$ cat config.mk
export PLATFORM = sky130hd
export DESIGN_NAME = emc_axis_encoder_capture
export DESIGN_NICKNAME = d
export VERILOG_FILES = /design/src/rtl/emc_axis_encoder_capture.sv
export SDC_FILE = /design/constraint.sdc
export NUM_CORES = 1
export LEC_CHECK = 0
export ABC_AREA = 1
export BUFFER_PORTS_ARGS = -buffer_cell sky130_fd_sc_hd__buf_2
export CORE_MARGIN = 2
export CORE_UTILIZATION = 58
export DETAILED_ROUTE_END_ITERATION = 8
export GPL_ROUTABILITY_DRIVEN = 1
export MAX_ROUTING_LAYER = met4
export PLACE_DENSITY_LB_ADDON = 0.2
export SETUP_SLACK_MARGIN = 0.3
export SLEW_MARGIN = 20
export SYNTH_ARGS = -nofsm -noshare
export SYNTH_HDL_FRONTEND = slang
export SYNTH_SLANG_ARGS = --single-unit
$ cat constraint.sdc
create_clock -name clk_100M -period 4.2 [get_ports clk_100M]
set_input_delay 0.63 -clock clk_100M [delete_from_list [all_inputs] [get_ports clk_100M]]
set_output_delay 0.63 -clock clk_100M [all_outputs]
set_load 0.05 [all_outputs]
$ cat src/rtl/emc_axis_encoder_capture.sv
// Per-axis quadrature encoder counter with preset, sticky illegal-transition flag
// and a one-shot position latch armed by capen.
//
// state   | meaning
// S_IDLE  | not armed, capok low
// S_ARMED | waiting for a qualified cap_in edge
// S_DONE  | position latched, capok high until capen drops
module emc_axis_encoder_capture #(
  parameter int unsigned FILT_LEN = 4,
  parameter bit          CAP_EDGE = 1'b0,
  parameter bit          DIR_INV  = 1'b0
) (
  input  logic        clk_100M,
  input  logic        n_rst,
  input  logic        enc_a_i,
  input  logic        enc_b_i,
  input  logic        cap_in_i,
  input  logic        ecdrst_i,
  input  logic [31:0] ecdrst_value_i,
  input  logic        capen_i,
  output logic [31:0] ecd_value_o,
  output logic [31:0] cap_value_o,
  output logic        capok_o,
  output logic        quad_err_o
);

  localparam int unsigned CH_CAP = 0;
  localparam int unsigned CH_B   = 1;
  localparam int unsigned CH_A   = 2;

  localparam logic [3:0] FILT_RLD = 4'(FILT_LEN - 1);
  localparam logic [4:0] INIT_RLD = 5'(FILT_LEN + 2);

  typedef enum logic [1:0] {
    S_IDLE  = 2'd0,
    S_ARMED = 2'd1,
    S_DONE  = 2'd2
  } cap_state_e;

  logic [2:0]      pin_w;
  logic [2:0]      sync1_q, sync2_q;
  logic [2:0]      filt_q, filt_d;
  logic [2:0][3:0] flt_cnt_q, flt_cnt_d;
  logic [4:0]      init_cnt_q, init_cnt_d;
  logic            init_done_q, init_done_d;
  logic [1:0]      prev_ab_q;
  logic            cap_prev_q;
  logic            ecdrst_q, capen_q;
  logic [31:0]     ecd_q, ecd_d;
  logic [31:0]     cap_q, cap_d;
  logic            quad_err_q, quad_err_d;
  cap_state_e      state_q, state_d;

  logic [1:0]      ab_w, phase_w;
  logic            step_fwd, step_rev, illegal_w;
  logic            count_up, count_dn;
  logic            preset_w, capen_rise_w, cap_edge_w, cap_load_w;

  assign pin_w = {enc_a_i, enc_b_i, cap_in_i};

  // Filter timer reloads on every matching sample, so any bounce restarts it.
  always_comb begin
    filt_d    = filt_q;
    flt_cnt_d = flt_cnt_q;
    for (int i = 0; i < 3; i++) begin
      if (sync2_q[i] == filt_q[i]) begin
        flt_cnt_d[i] = FILT_RLD;
      end else if (flt_cnt_q[i] == 4'd0) begin
        filt_d[i]    = sync2_q[i];
        flt_cnt_d[i] = FILT_RLD;
      end else begin
        flt_cnt_d[i] = flt_cnt_q[i] - 4'd1;
      end
    end
  end

  always_comb begin
    init_cnt_d  = init_cnt_q;
    init_done_d = init_done_q;
    if (!init_done_q) begin
      if (init_cnt_q == 5'd0) init_done_d = 1'b1;
      else                    init_cnt_d  = init_cnt_q - 5'd1;
    end
  end

  function automatic logic [1:0] quad_pos(input logic [1:0] ab);
    case (ab)
      2'b00:   quad_pos = 2'd0;
      2'b01:   quad_pos = 2'd1;
      2'b11:   quad_pos = 2'd2;
      default: quad_pos = 2'd3;
    endcase
  endfunction

  assign ab_w    = {filt_q[CH_A], filt_q[CH_B]};
  assign phase_w = quad_pos(ab_w) - quad_pos(prev_ab_q);

  always_comb begin
    step_fwd  = 1'b0;
    step_rev  = 1'b0;
    illegal_w = 1'b0;
    if (init_done_q) begin
      case (phase_w)
        2'd1:    step_fwd  = 1'b1;
        2'd3:    step_rev  = 1'b1;
        2'd2:    illegal_w = 1'b1;
        default: ;
      endcase
    end
  end

  assign count_up = DIR_INV ? step_rev : step_fwd;
  assign count_dn = DIR_INV ? step_fwd : step_rev;
  assign preset_w = ecdrst_i & ~ecdrst_q;

  always_comb begin
    ecd_d = ecd_q;
    if (preset_w)      ecd_d = ecdrst_value_i;
    else if (count_up) ecd_d = ecd_q + 32'd1;
    else if (count_dn) ecd_d = ecd_q - 32'd1;
    quad_err_d = preset_w ? 1'b0 : (quad_err_q | illegal_w);
  end

  // capen_q resets low so a level already high out of reset arms the latch.
  assign capen_rise_w = capen_i & ~capen_q;
  assign cap_edge_w   = init_done_q && (filt_q[CH_CAP] != cap_prev_q) &&
                        (filt_q[CH_CAP] == ~CAP_EDGE);

  always_comb begin
    state_d = state_q;
    case (state_q)
      S_IDLE: begin
        if (capen_rise_w) state_d = S_ARMED;
      end
      S_ARMED: begin
        if (!capen_i)        state_d = S_IDLE;
        else if (cap_edge_w) state_d = S_DONE;
      end
      S_DONE: begin
        if (!capen_i) state_d = S_IDLE;
      end
      default: state_d = S_IDLE;
    endcase
  end

  always_comb begin
    capok_o    = (state_q == S_DONE);
    cap_load_w = (state_q == S_ARMED) && capen_i && cap_edge_w;
  end

  assign cap_d = cap_load_w ? ecd_q : cap_q;

  always_ff @(posedge clk_100M or negedge n_rst) begin
    if (!n_rst) begin
      sync1_q     <= '0;
      sync2_q     <= '0;
      filt_q      <= '0;
      flt_cnt_q   <= {3{FILT_RLD}};
      init_cnt_q  <= INIT_RLD;
      init_done_q <= 1'b0;
      prev_ab_q   <= '0;
      cap_prev_q  <= 1'b0;
      ecdrst_q    <= 1'b0;
      capen_q     <= 1'b0;
      ecd_q       <= '0;
      cap_q       <= '0;
      quad_err_q  <= 1'b0;
      state_q     <= S_IDLE;
    end else begin
      sync1_q     <= pin_w;
      sync2_q     <= sync1_q;
      filt_q      <= filt_d;
      flt_cnt_q   <= flt_cnt_d;
      init_cnt_q  <= init_cnt_d;
      init_done_q <= init_done_d;
      prev_ab_q   <= ab_w;
      cap_prev_q  <= filt_q[CH_CAP];
      ecdrst_q    <= ecdrst_i;
      capen_q     <= capen_i;
      ecd_q       <= ecd_d;
      cap_q       <= cap_d;
      quad_err_q  <= quad_err_d;
      state_q     <= state_d;
    end
  end

  assign ecd_value_o = ecd_q;
  assign cap_value_o = cap_q;
  assign quad_err_o  = quad_err_q;

endmodule

Word level (Yosys, flattened, before mapping)
Cells that the tools add are included.

Reductions and logical operators: 17. Div/mod/pow operators: 0. Shift operators: 0. Equal/unequal tests: 16. Bitwise gates (word level): 10. Multiplexer cells: 25. Magnitude comparators: 0. Add/subtract/negate cells: 7. $mul: 0.

Operators with widths (count): two-way mux 32 bit (3); adder 32 x 1 -> 32 bit (second input constant) (1); subtractor 32 x 1 -> 32 bit (second input constant) (1); two-way mux 4 bit (6); case mux 2 bit (3 select lines) (3); zero test 4 bit (3); subtractor 4 x 1 -> 4 bit (second input constant) (3); == test 2 bit (second input constant) (5); two-way mux 1 bit (9); == test 2 x 1 -> 1 bit (second input constant) (4); two-way mux 2 bit (4); AND reduction 2 bit (4); inverter 1 bit (7); zero test 2 bit (3); zero test 5 bit (1); subtractor 5 x 1 -> 5 bit (second input constant) (1); logical AND 1 bit (4); != test 2 bit (second input constant) (2); == test 1 bit (3); != test 3 bit (second input constant) (1); AND reduction 3 bit (1); nonzero test 3 bit (1); bitwise AND 1 bit (2); subtractor 2 bit (1); 2 further kinds (2).

Bits in latches: 0. Memory bits (writable): 0. Bits in read-only memories: 0. Register bits after elaboration: 99. Memories: 0. Logic and storage cells: 93. Input port bits: 39.

Depth between registers and ports, before layout
Depth after elaboration: 9. Mapped depth: 22. Mapped depth without buffers: 22.

Least setup slack after synthesis
No wires, ideal clock.

Path type: reg2reg. Start point: register filt_q[1]. End point: register ecd_q[29], in the netlist ecd_value_o[29]. Slack: 0.546 ns. Setup time: 0.118 ns. Stages on the path, launching flop included: 18. Arrival: 3.536 ns. Required time: 4.082 ns. Cells stage by stage: dfrtp_1 -> inv_1 -> ha_1 -> ha_1 -> nor2_1 -> nand3_1 -> ha_1 -> or2_2 -> nand3_1 -> nand2_1 -> nand2_1 -> nand2_1 -> nand2_1 -> nand2_1 -> nand2_1 -> nand3_1 -> nand2_1 -> nand2_1.

Longest elaborated chain between the ends: 8. Elaborated cells between the ends (all ways): 14.

RTL lines: start: declaration (line 42) `logic [2:0] filt_q, filt_d;`; start signal: assignment (line 172) `filt_q <= filt_d;`; == test 2 bit (tied with other cells) (line 87) `case (ab)`; case mux 2 bit (3 select lines) * (line 87); subtractor 2 bit * (line 96) `assign phase_w = quad_pos(ab_w) - quad_pos(prev_ab_q);`; == test 2 x 1 -> 1 bit (line 103) `case (phase_w)`; two-way mux 1 bit (line 103); two-way mux 1 bit (line 102) `if (init_done_q) begin`; two-way mux 32 bit (line 119) `else if (count_up) ecd_d = ecd_q + 32'd1;`; two-way mux 32 bit (line 118) `if (preset_w) ecd_d = ecdrst_value_i;`; end signal: assignment (line 165) `ecd_q <= '0;`; end signal: assignment (line 180) `ecd_q <= ecd_d;`; end: declaration (line 49) `logic [31:0] ecd_q, ecd_d;`.

Every way passes the cells marked *; elsewhere a longest branch is shown, timed or not. A chain may end at the register's enable or synchronous reset.

Worst setup path after layout
Ends and elaborated chain as after synthesis.

==> metrics.md <==
| Metric | Value |
|---|---|
| Worst-path maximum fanout | 35 |
| Post-Syn Instances | 936 |
| Crit share post-route | approximately 82% |
| Max-cap viol count | 0 |
| GPL Wtd Cong | between 0.9 and 1 |
| Vias in the first global route | between 5000 and 6000 |
| RSZ-0062 raised after global routing | false |
| Die area | about 0.012 mm2 |
| Worst-Margin Slew | about 900 ps |
| Maximum clock path buffer count | 2 |
| Fill count | 1033 |
| Diode count | 0 |
| Sequential share of the synthesized area | between 30% and 40% |
| Fin. Hold Viols | 0 |
| Final Max Tran Viols | 0 |
| Worst Setup EP | ecd_value_o[29] |
| CP Data Required Time | ~4400 ps |
| Nets | 1125 |
| Clock latency on the worst-skew pair | roughly 360 ps |
| Site Rows | 39 |
| Commonest non-fill, non-tap cell in the layout | nand2_1 |
| Worst setup path startpoint | filt_q[1] |
| CP arrival | between 3000 and 4000 ps |
| Initial DRC Count | between 400 and 500 |
| Root Buffer Master | clkbuf_16 |
| Port bufs | ~100 |
| Endpoints failing setup | 0 |
| Sink Count | slightly below 100 |
| Initial antenna violation count | 0 |
| Busiest grt layer | met2 |
| Setup Crit Path Kind | flip-flop to flip-flop |
| Cell area after synthesis | about 0.0067 mm2 |
| Drt wl/cell | approximately 14 um |
| Post-CTS resize count | 0 |
| DR vias/cell | 5.08 |
| Drc violations | 0 |
| Slew headroom | approximately two fifths |
| Reg2Reg Launch Point | filt_q[1] |
| Post-CTS Hold Buffers | 0 |
| H-tree depth | 3 |
| GR Util met1 | about two fifths |
| Gr usage total | about 29% |
| Distinct cells, synth | 34 |
| Final min period | 3460 ps |
| Startpoint Class | flip-flop |
| Die H | 111 um |
| Setup Buffers After CTS | 0 |
| Clock skew | between 10 and 15 ps |
| Clk pin slew, worst setup/hold paths | ~70 ps |
| Global-route wire length before repair | around 28 mm |
| Met3 Usage GRT | under 10% |
| Layout cells sized above 1 | between 10% and 20% |
| RR Endpoint | ecd_value_o[29] |
| Avg Cell Area, Syn | about 7 um2 |
| Endpoint class of the critical path | flip-flop |
| Router iterations before antenna repair | 6 |
| R2R depth | 19 |
| Total Wirelength | around 17 mm |
| Fmax | around 290 MHz |
| Initial Util | between 50% and 60% |
| Post-detail-place hpwl | 12.7 mm |
| Largest net degree at the start of global routing | 77 |
| Core Region | 0.0113 mm2 |
| Area Growth Syn to Fin | 13.9% |
| Post-synthesis register bit count | between 90 and 100 |
| Status | completed |
| CTS tree | done |
| IO Count | 105 |
| Final ANT Viol Nets | 0 |
| TNS Setup | 0 ps |
| Synth Warn # | 0 |
| Hold crit path type | flip-flop to flip-flop |
| CTS buffer count | 9 |
| GRT overflow | 0 |
| Met2 Use GR | a little over two fifths |
| Die X-Extent | 111 um |
| Net Count, Synth | about 1000 |
| Routed via count | about 6000 |
| Worst R2R Setup Slack | 740 ps |
| Commonest non-fill, non-tap cells in the layout | nand2_1 (318), inv_1 (175), buf_2 (103), dfrtp_1 (91), nor2_1 (68) |
-- critical path, stage by stage, from the launching register on --
cell	delay, ps
dfrtp_1	410
inv_1	70
ha_1	290
ha_1	210
o21ai_0	100
nand3_1	150
nand3_1	110
buf_4	400
ha_1	420
or2_2	330
nand3_1	90
nand2_1	100
nand2_1	110
nand2_1	130
nand2_1	120
nand2_1	60
nand2_1	60
nand3_1	60
nand2_1	80
nand2_1	40
-- Yosys cell counts --
cell type / count / area (um2)
a31oi_1: 1 / 6.26
nor2_1: 68 / 255
ha_1: 45 / 563
nor4_1: 3 / 18.8
buf_2: 5 / 25.0
inv_2: 3 / 11.3
o21bai_1: 7 / 52.6
nand2_1: 318 / 1190
nor3_2: 1 / 10.0
o21ai_0: 56 / 280
nor3b_1: 1 / 7.51
nor3_1: 7 / 35.0
nand4_1: 5 / 31.3
xor2_1: 13 / 114
nand3_1: 45 / 225
o32ai_1: 1 / 8.76
inv_1: 175 / 657
fa_1: 1 / 20.0
a21oi_1: 24 / 120
nand2_2: 1 / 6.26
dfstp_2: 8 / 210
buf_6: 2 / 22.5
xnor2_1: 10 / 87.6
mux2_2: 8 / 90.1
mux2_4: 11 / 165
a21o_1: 1 / 7.51
o22ai_1: 6 / 37.5
dfrtp_1: 91 / 2280
o21ai_1: 3 / 15.0
buf_1: 1 / 3.75
clkbuf_1: 7 / 26.3
buf_12: 1 / 20.0
or2_2: 2 / 12.5
o211ai_1: 5 / 37.5
-- layout make-up --
class	instances	area [um2]	share of cell area (%)
Multi-Input combinational cell	643	3400	44.9
Inverter	178	668	8.81
Sequential cell	99	2490	32.8
Clock inverter	6	56.3	0.743
Timing Repair Buffer	109	561	7.39
Clock buffer	10	229	3.02
Tap cell	143	179	2.36
-- layer usage --
layer  wire length, um  part of all wire [%]
met1              8300                    50
met2              7310                    44
met3               828                   5.0
met4               207                   1.2
met5                 0                     0
-- worst min-delay path by stage --
stage / slack (ps) / cells past startpoint / startpoint / to
floorplan: 330 / 0 / n_rst / cap_prev_q
global placement: 340 / 0 / sync1_q[2] / sync2_q[2]
detailed placement: 340 / 0 / sync1_q[2] / sync2_q[2]
CTS: 360 / 0 / sync1_q[2] / sync2_q[2]
global route: 360 / 0 / sync1_q[1] / sync2_q[1]
finish: 360 / 0 / sync1_q[2] / sync2_q[2]
-- sequential cells by signal (all words and copies together) (netlist names) --
name	cells
filt_q	3
flt_cnt_q	12
cap_prev_q	1
init_cnt_q	5
ecdrst_q	1
init_done_q	1
capen_q	1
sync1_q	3
state_q	2
ecd_value_o	32
sync2_q	3
cap_value_o	32
quad_err_o	1
prev_ab_q	2
-- cells by family (layout without fill, tap and decap cells) --
kind of cell	after synthesis	after routing	synth area share, %
flops	99	99	37.4
fa+ha+maj	46	46	8.76
simple gates	451	451	27.0
xor+xnor	23	23	3.03
mux	19	19	3.84
compound gates	104	104	8.50
buf+inv	194	303	11.5
-- stage by stage --
step | worst slack (ps) | utilization [%] | hold slack, ps | instance area [um2] | std cells
after floorplan | 546 | - | 331 | 6650 | 936
after global placement | 836 | 64.4 | 337 | 7300 | 1172
after detailed placement | 792 | 64.4 | 340 | 7300 | 1172
after CTS | 779 | 67.0 | 357 | 7580 | 1188
after global routing | 442 | 67.0 | 365 | 7580 | 1188
final | 745 | 67.0 | 357 | 7580 | 1188
Power is not shown: default switching activity piles up to over one toggle a cycle in this logic, so the estimate is an artifact.
